### config.mk
export PLATFORM = sky130hd
export DESIGN_NAME = cart_upload_reader
export DESIGN_NICKNAME = d
export VERILOG_FILES = /design/src/rtl/cart_upload_reader_pkg.sv /design/src/rtl/cart_upload_reader.sv
export SDC_FILE = /design/constraint.sdc
export NUM_CORES = 1
export LEC_CHECK = 0
export CAP_MARGIN = 20
export CORE_ASPECT_RATIO = 1.75
export CORE_MARGIN = 4
export CORE_UTILIZATION = 25
export CTS_CLUSTER_DIAMETER = 100
export DETAILED_ROUTE_END_ITERATION = 10
export GPL_TIMING_DRIVEN = 0
export PLACE_DENSITY_LB_ADDON = 0.3
export SYNTH_ARGS = -nofsm -noshare
export SYNTH_HDL_FRONTEND = slang
export SYNTH_SLANG_ARGS = --single-unit
export TNS_END_PERCENT = 10
### constraint.sdc
create_clock -name clk_sys -period 2.65 [get_ports clk_sys]
set_input_delay 0.53 -clock clk_sys [delete_from_list [all_inputs] [get_ports clk_sys]]
set_output_delay 0.53 -clock clk_sys [all_outputs]
set_load 0.05 [all_outputs]
### src/rtl/cart_upload_reader_pkg.sv
// Shared definitions for the cartridge upload (HPS readback) path:
// reader state encoding, default fill byte and the supported RAM latency ceiling.
package vectrex_upload_pkg;

  typedef enum logic [1:0] {
    IDLE  = 2'd0,
    ISSUE = 2'd1,
    WAITQ = 2'd2
  } upload_state_t;

  localparam logic [7:0] FILL_DEFAULT    = 8'hFF;
  localparam int         RAM_LATENCY_MAX = 4;

endpackage

### src/rtl/cart_upload_reader.sv
// Answers HPS ioctl_rd strobes during an upload by fetching bytes from the cart RAM
// read port. Optional running checksum output is built when UPLOAD_CHECKSUM_EN is defined.
module cart_upload_reader
  import vectrex_upload_pkg::*;
#(
  parameter int         ADDR_W      = 15,
  parameter int         RAM_LATENCY = 2,
  parameter logic [7:0] FILL        = FILL_DEFAULT
) (
  input  logic              clk_sys,
  input  logic              reset,
  input  logic              ioctl_upload,
  input  logic              ioctl_rd,
  input  logic [24:0]       ioctl_addr,
  output logic [7:0]        ioctl_din,
  output logic              ioctl_wait,
  input  logic [ADDR_W-1:0] cart_mask,
  output logic [ADDR_W-1:0] ram_addr,
  output logic              ram_rd,
  input  logic [7:0]        ram_q,
  output logic              busy,
  output logic              overrun,
  output logic [15:0]       bytes_sent
`ifdef UPLOAD_CHECKSUM_EN
  ,
  output logic [7:0]        checksum
`endif
);

  localparam int CNT_W = $clog2(RAM_LATENCY_MAX);

  upload_state_t     r_state, w_state_nxt;
  logic [7:0]        r_din, w_din_nxt;
  logic              r_wait, w_wait_nxt;
  logic [ADDR_W-1:0] r_ram_addr, w_ram_addr_nxt;
  logic              r_ram_rd, w_ram_rd_nxt;
  logic              r_busy;
  logic              r_overrun, w_overrun_nxt;
  logic [15:0]       r_bytes, w_bytes_nxt;
  logic [CNT_W-1:0]  r_cnt, w_cnt_nxt;
  logic              w_req, w_rise, w_in_range, w_deliver;
  logic [7:0]        w_byte;
  logic [15:0]       w_bytes_base;

  // Address must lie inside the 25-bit window's cart region and under the loaded image mask
  assign w_in_range = ((ioctl_addr >> ADDR_W) == 25'd0) &&
                      ((ioctl_addr[ADDR_W-1:0] & ~cart_mask) == '0);
  assign w_req      = ioctl_rd & ioctl_upload;
  assign w_rise     = ioctl_upload & ~r_busy;

  always_comb begin
    w_state_nxt    = r_state;
    w_din_nxt      = r_din;
    w_wait_nxt     = r_wait;
    w_ram_addr_nxt = r_ram_addr;
    w_ram_rd_nxt   = 1'b0;
    w_cnt_nxt      = r_cnt;
    w_overrun_nxt  = w_rise ? 1'b0 : r_overrun;
    w_deliver      = 1'b0;
    w_byte         = r_din;

    unique case (r_state)
      IDLE: begin
        if (w_req) begin
          if (w_in_range) begin
            w_ram_addr_nxt = ioctl_addr[ADDR_W-1:0];
            w_ram_rd_nxt   = 1'b1;
            w_wait_nxt     = 1'b1;
            w_state_nxt    = ISSUE;
          end else begin
            w_deliver = 1'b1;
            w_byte    = FILL;
          end
        end
      end
      ISSUE: begin
        if (!ioctl_upload) begin
          w_state_nxt = IDLE;
          w_wait_nxt  = 1'b0;
        end else begin
          if (w_req) w_overrun_nxt = 1'b1;
          w_cnt_nxt   = CNT_W'(RAM_LATENCY - 1);
          w_state_nxt = WAITQ;
        end
      end
      WAITQ: begin
        if (!ioctl_upload) begin
          w_state_nxt = IDLE;
          w_wait_nxt  = 1'b0;
        end else begin
          if (w_req) w_overrun_nxt = 1'b1;
          if (r_cnt == '0) begin
            w_deliver   = 1'b1;
            w_byte      = ram_q;
            w_wait_nxt  = 1'b0;
            w_state_nxt = IDLE;
          end else begin
            w_cnt_nxt = r_cnt - CNT_W'(1);
          end
        end
      end
      default: begin
        w_state_nxt = IDLE;
        w_wait_nxt  = 1'b0;
      end
    endcase

    if (w_deliver) w_din_nxt = w_byte;

    // A new session clears the count before any byte delivered in the same cycle is added
    w_bytes_base = w_rise ? 16'd0 : r_bytes;
    w_bytes_nxt  = w_bytes_base;
    if (w_deliver && (w_bytes_base != 16'hFFFF)) w_bytes_nxt = w_bytes_base + 16'd1;
  end

  always_ff @(posedge clk_sys or posedge reset) begin
    if (reset) r_state <= IDLE;
    else       r_state <= w_state_nxt;
  end

  always_ff @(posedge clk_sys or posedge reset) begin
    if (reset) begin
      r_din      <= 8'h00;
      r_wait     <= 1'b0;
      r_ram_addr <= '0;
      r_ram_rd   <= 1'b0;
      r_busy     <= 1'b0;
      r_overrun  <= 1'b0;
      r_bytes    <= 16'd0;
      r_cnt      <= '0;
    end else begin
      r_din      <= w_din_nxt;
      r_wait     <= w_wait_nxt;
      r_ram_addr <= w_ram_addr_nxt;
      r_ram_rd   <= w_ram_rd_nxt;
      r_busy     <= ioctl_upload;
      r_overrun  <= w_overrun_nxt;
      r_bytes    <= w_bytes_nxt;
      r_cnt      <= w_cnt_nxt;
    end
  end

`ifdef UPLOAD_CHECKSUM_EN
  logic [7:0] r_checksum, w_checksum_base;

  assign w_checksum_base = w_rise ? 8'h00 : r_checksum;

  always_ff @(posedge clk_sys or posedge reset) begin
    if (reset)          r_checksum <= 8'h00;
    else if (w_deliver) r_checksum <= w_checksum_base + w_byte;
    else                r_checksum <= w_checksum_base;
  end

  assign checksum = r_checksum;
`endif

  assign ioctl_din  = r_din;
  assign ioctl_wait = r_wait;
  assign ram_addr   = r_ram_addr;
  assign ram_rd     = r_ram_rd;
  assign busy       = r_busy;
  assign overrun    = r_overrun;
  assign bytes_sent = r_bytes;

endmodule
# After elaboration in Yosys (flattened, before gate mapping)
# Index checks and enable logic that the tools add are counted.
[op_classes]
add_sub_neg = 2
multipliers = 0
div_mod_pow = 0
magnitude_cmp = 0
n_eq_ne = 12
shifts = 0
mux = 35
n_bitwise = 5
reduce_logical = 14
[op_table]
columns = ["operator", "n"]
rows = [
  ["two-way mux 16 bit", 2],
  ["two-way mux 8 bit", 4],
  ["zero test 25 bit", 1],
  ["adder 16 x 1 -> 16 bit, second input constant", 1],
  ["two-way mux 1 bit", 16],
  ["two-way mux 2 bit", 8],
  ["inequality test 16 bit, second input constant", 1],
  ["inequality test 2 bit, second input constant", 8],
  ["one-hot mux 8 bit (2 select lines)", 1],
  ["AND 15 bit", 1],
  ["zero test 15 bit", 1],
  ["inverter 15 bit", 1],
  ["AND reduction 4 bit", 2],
  ["one-hot mux 2 bit (3 select lines)", 1],
  ["AND reduction 3 bit", 2],
  ["AND reduction 6 bit", 1],
  ["zero test 2 bit", 2],
  ["one-hot mux 2 bit (2 select lines)", 1],
  ["nonzero test 2 bit", 2],
  ["inequality test 3 bit, second input constant", 1],
  ["one-hot mux 1 bit (3 select lines)", 1],
  ["AND 1 bit", 2],
  ["equality test 2 x 1 -> 1 bit, second input constant", 1],
  ["equality test 2 bit, second input constant", 1],
  ["5 further kinds", 6],
]
[totals]
ff_bits = 47
latch_bits = 0
ramBits = 0
rom_bits = 0
input_bits = 52
output_inout_bits = 43
wordCells = 77
n_memories = 0

# Logic depth before layout (Yosys ltp)
[logic_depth]
ltp_word = 9
mapped_depth = 11
depth_no_buf = 10

# Worst setup path before layout
# OpenSTA, ideal clock, no wires.
[synth_path]
kind = "reg2reg"
startpoint = "reg r_busy (netlist: busy)"
endpoint = "reg r_bytes[7] (netlist: bytes_sent[7])"
setup_time_ns = 0.079
arrival_time_ns = 2.358
required_time_ns = 2.571
setup_slack_ns = 0.214
stages_incl_launch_ff = 11
n_path_buf = 0
period_less_slack_ns = 2.436
path_cell_list = "dfrtp_1 > nand2b_1 > and2_1 > ha_1 > and4_1 > nand3_1 > nor2_1 > nand2_2 > o21ai_2 > or4_1 > a21oi_1"
[synth_via]
elab_chain_len = 6
word_cells_on_any_way = 7
classes_between = "add/sub (1); eq/ne (1); mux (2); bitwise (2); reduce/logical (1)"
[synth_rtl]
columns = ["element", "line_no", "source"]
rows = [
  ["start: declaration", "cart_upload_reader.sv:37", "logic r_busy;"],
  ["start signal: assignment", "cart_upload_reader.sv:136", "r_busy <= ioctl_upload;"],
  ["inverter 1 bit *", "cart_upload_reader.sv:49", "assign w_rise = ioctl_upload & ~r_busy;"],
  ["AND 1 bit *", "cart_upload_reader.sv:49", ""],
  ["two-way mux 16 bit *", "cart_upload_reader.sv:111", "w_bytes_base = w_rise ? 16'd0 : r_bytes;"],
  ["parallel branches: the longest is 2 deep, another holds adder 16 x 1 -> 16 bit", "n/a", ""],
  ["two-way mux 16 bit *", "cart_upload_reader.sv:113", "if (w_deliver && (w_bytes_base != 16'hFFFF)) w_bytes_nxt = w_bytes_base + 16'd1;"],
  ["via w_bytes_nxt[7]", "cart_upload_reader.sv:39", "logic [15:0] r_bytes, w_bytes_nxt;"],
  ["end signal: assignment", "cart_upload_reader.sv:138", "r_bytes <= w_bytes_nxt;"],
  ["end: declaration", "cart_upload_reader.sv:39", ""],
]
# Mark *: on every way through the listed nets, which the timed path passes.
# A chain may end at the register's enable or synchronous reset.

# Worst setup path in the final report
[layout_path]
startpoint = "in cart_mask[12]"
endpoint = "reg r_ram_addr[0] (netlist: ram_addr[0])"
[layout_via]
elab_chain_len = 5
[layout_rtl]
columns = ["element", "line_no", "source"]
rows = [
  ["start: declaration", "cart_upload_reader.sv:17", "input logic [ADDR_W-1:0] cart_mask,"],
  ["inverter 15 bit", "cart_upload_reader.sv:47", "((ioctl_addr[ADDR_W-1:0] & ~cart_mask) == '0);"],
  ["AND 15 bit", "cart_upload_reader.sv:47", ""],
  ["zero test 15 bit", "cart_upload_reader.sv:47", ""],
  ["logical AND 1 bit", "cart_upload_reader.sv:46", "assign w_in_range = ((ioctl_addr >> ADDR_W) == 25'd0) &&"],
  ["AND reduction 3 bit (no line)", "n/a", ""],
  ["end signal: assignment", "cart_upload_reader.sv:134", "r_ram_addr <= w_ram_addr_nxt;"],
  ["end: declaration", "cart_upload_reader.sv:35", "logic [ADDR_W-1:0] r_ram_addr, w_ram_addr_nxt;"],
]
# Every way passes these cells.

==> reports/metrics.cfg <==
[run_status]
outcome=completed

[detailed_routing]
postRouteAntennaNets=0
drtIter0Drc=65
avgRoutedWirePerCell_um=14.4
routed_wirelength_um=6590
vias=2085
drc=0
viasPerCell=4.56
dr.pass1.iters=4

[yosys]
synth_simple_gate_area_share_pct=22.0
synth_most_common_cell=dfrtp_1
synth_xor_area_share_pct=2.58
synth-warning-count=0
yosysTopAreaCell=dfrtp_1
syn_area_per_cell_sq_um=10.2
syn_area_sq_um=2380
async_flop_share_pct=100
synthTopCellsByArea=dfrtp_1, mux2_2, nand2_1, o21ai_0, ha_1
synth_edf_count=0
synthAdderAreaFrac_pct=2.63
synthCells=234
synth_top_family_by_area=simple AND/OR/NAND/NOR gates
yosysTopAreaCellShare_pct=49.4
ys.flop_type=dfrtp_1
synthDistinctLibCells=46
synth_nets=291
synth_mux_area_share_pct=7.99
netlist_top_cells_count=dfrtp_1, nand2_1, o21ai_0
ys_seq_elements=47
synth_compound_area_share_pct=11.5
ys_seq_area_share_pct=49.4

[clocking]
cts_root_buffer=clkbuf_16
clkSlewWorstSetupHoldPaths_ns=0.06
numCtsBuffers=5
post_cts_buffers=0
hold_buffers=0
cts_tree=yes
htreeDepth=2
cts_num_sinks=47
cts_buffer_depth=2
cts-resized-gates=4
clkLatencyLatePin_ns=0.29

[critical_path]
start_kind=input pin
critPathCaptureType=register
critPathRequiredTime_ns=2.83
path_max_fanout=10
crit_path_max_incr_delay_ns=0.44
worstSetupStartpoint=cart_mask[12]
crit_chain=clkdlybuf4s50_1, nand2b_1, o2111ai_1, nor3_1, and2_4, nand4_4, buf_6, mux2_4
r2r-start=busy
cp_slowest_cell=clkdlybuf4s50_1
crit_type=input pin to register
crit_arrival_ns=2.64

[place]
port_buffers=94
gp_congestion=0.776
hpwl_um=5400

[layout]
diodes=0
nFillCells=956
layout-drive-gt1-share_pct=11.6
regArea_sq_um=1180
multi_input_area_sq_um=1130
final_core_util_pct=39.8
syn_to_final_growth_pct=54.1
finalNetCount=393

[floorplan]
start_util_pct=25.8
core_area_sq_um=9210
std_cell_rows=46
die_w_um=81.8
die_area_sq_um=11200
chipHeight_um=137
io_pins=95

[sta]
relSlewSlack_pct=62.0
fin_skew_ns=0.00361
hold_violations=0
drv_slew=0
final.min_clock_period_ns=2.47
fmax_ghz=0.405
setup_viol=0
post-route-period-util_pct=93.2
rsz0062_at_grt=false
worst_pin_slew_ns=0.569

[power_and_ir_drop]
power.density_nw_per_um2=477
total_power_mw=1.75
peakVddDrop_v=0.000338
leakage_nw=1.55

[global_routing]
grt_max_degree=26
grt_pass1_vias=2105
grt_overflow_total=0
antenna_found_initial=0
grt_pass1_wl_um=10300
grt_use_total_pct=12.2

[min_path]
min_from=ram_addr[9]
min-delay-path-class=register to register

[run]
cap_violations=0

sequential cells by signal (all words and copies together), names as in the netlist:
| name | cells |
|---|---|
| ioctl_din | 8 |
| ram_addr | 15 |
| r_state | 2 |
| r_cnt | 2 |
| busy | 1 |
| ioctl_wait | 1 |
| overrun | 1 |
| ram_rd | 1 |
| bytes_sent | 16 |
final cells by class:
type                            instances  area share (%)
Sequential cell                        47            32.1
Multi-Input combinational cell        166            30.8
Clock buffer                            8            4.26
Tap cell                              120            4.09
Timing Repair Buffer                   95            26.2
Inverter                               15            1.54
Buffer                                  6            1.09
final timing paths:
kind                                      end  slack, ns  cells after the start
min in group asynchronous       bytes_sent[8]       0.59                      2
worst max-delay path              ram_addr[0]       0.18                      8
worst min register to register    ram_addr[9]       0.48                      2
worst max register to register  bytes_sent[7]       0.31                     10
worst min-delay path              ram_addr[9]       0.48                      2
max in group asynchronous        ram_addr[14]       1.55                      3
worst max-delay path: cells and delay by family:
family | cells | cell delay [ns]
AND/OR/NAND/NOR | 4 | 1.04
buffers and inverters | 2 | 0.66
multiplexers | 1 | 0.29
AO/OA/AOI/OAI | 1 | 0.12
cell usage in the layout, fill, tap and decap left out, drive strengths merged, types with 10 or more instances in the layout:
master	instances
inv	15
a21oi	10
mux2	15
clkbuf	10
o21ai	21
dfrtp	47
nor2b	10
nand3	11
nand2	29
nand2b	10
clkdlybuf4s50	93
power by group:
part,switching [mW],total [mW],internal (mW)
Clock,0.257,0.658,0.402
Sequential,0.0204,0.764,0.744
Combinational,0.181,0.326,0.145
kinds of logic after synthesis:
kind of cell,Yosys count
buffers and inverters,21
XOR/XNOR,7
AND/OR/NAND/NOR,93
AO/OA/AOI/OAI,45
flip-flops,47
multiplexers,16
adder cells (fa/ha/maj),5
through the flow:
stage,instance area [sq um],instances,setup WS [ns],hold slack [ns],TNS (ns)
after global placement,3470,448,-0.488,0.464,-10.90
after CTS,3660,457,0.149,0.483,0
after floorplan,2380,234,0.214,0.489,0
after global routing,3670,457,0.0113,0.504,0
after detailed placement,3490,449,-0.522,0.470,-7.51
final,3670,457,0.181,0.479,0
layer usage:
layer	up-vias	global-route usage, %	wire length (um)
met2	48	23.4	3850
li1	1025	-	-
met1	1005	12.1	2340
met3	7	2.31	264
met4	0	5.64	133
met5	-	0	0
(Power assumes the default switching activity.)
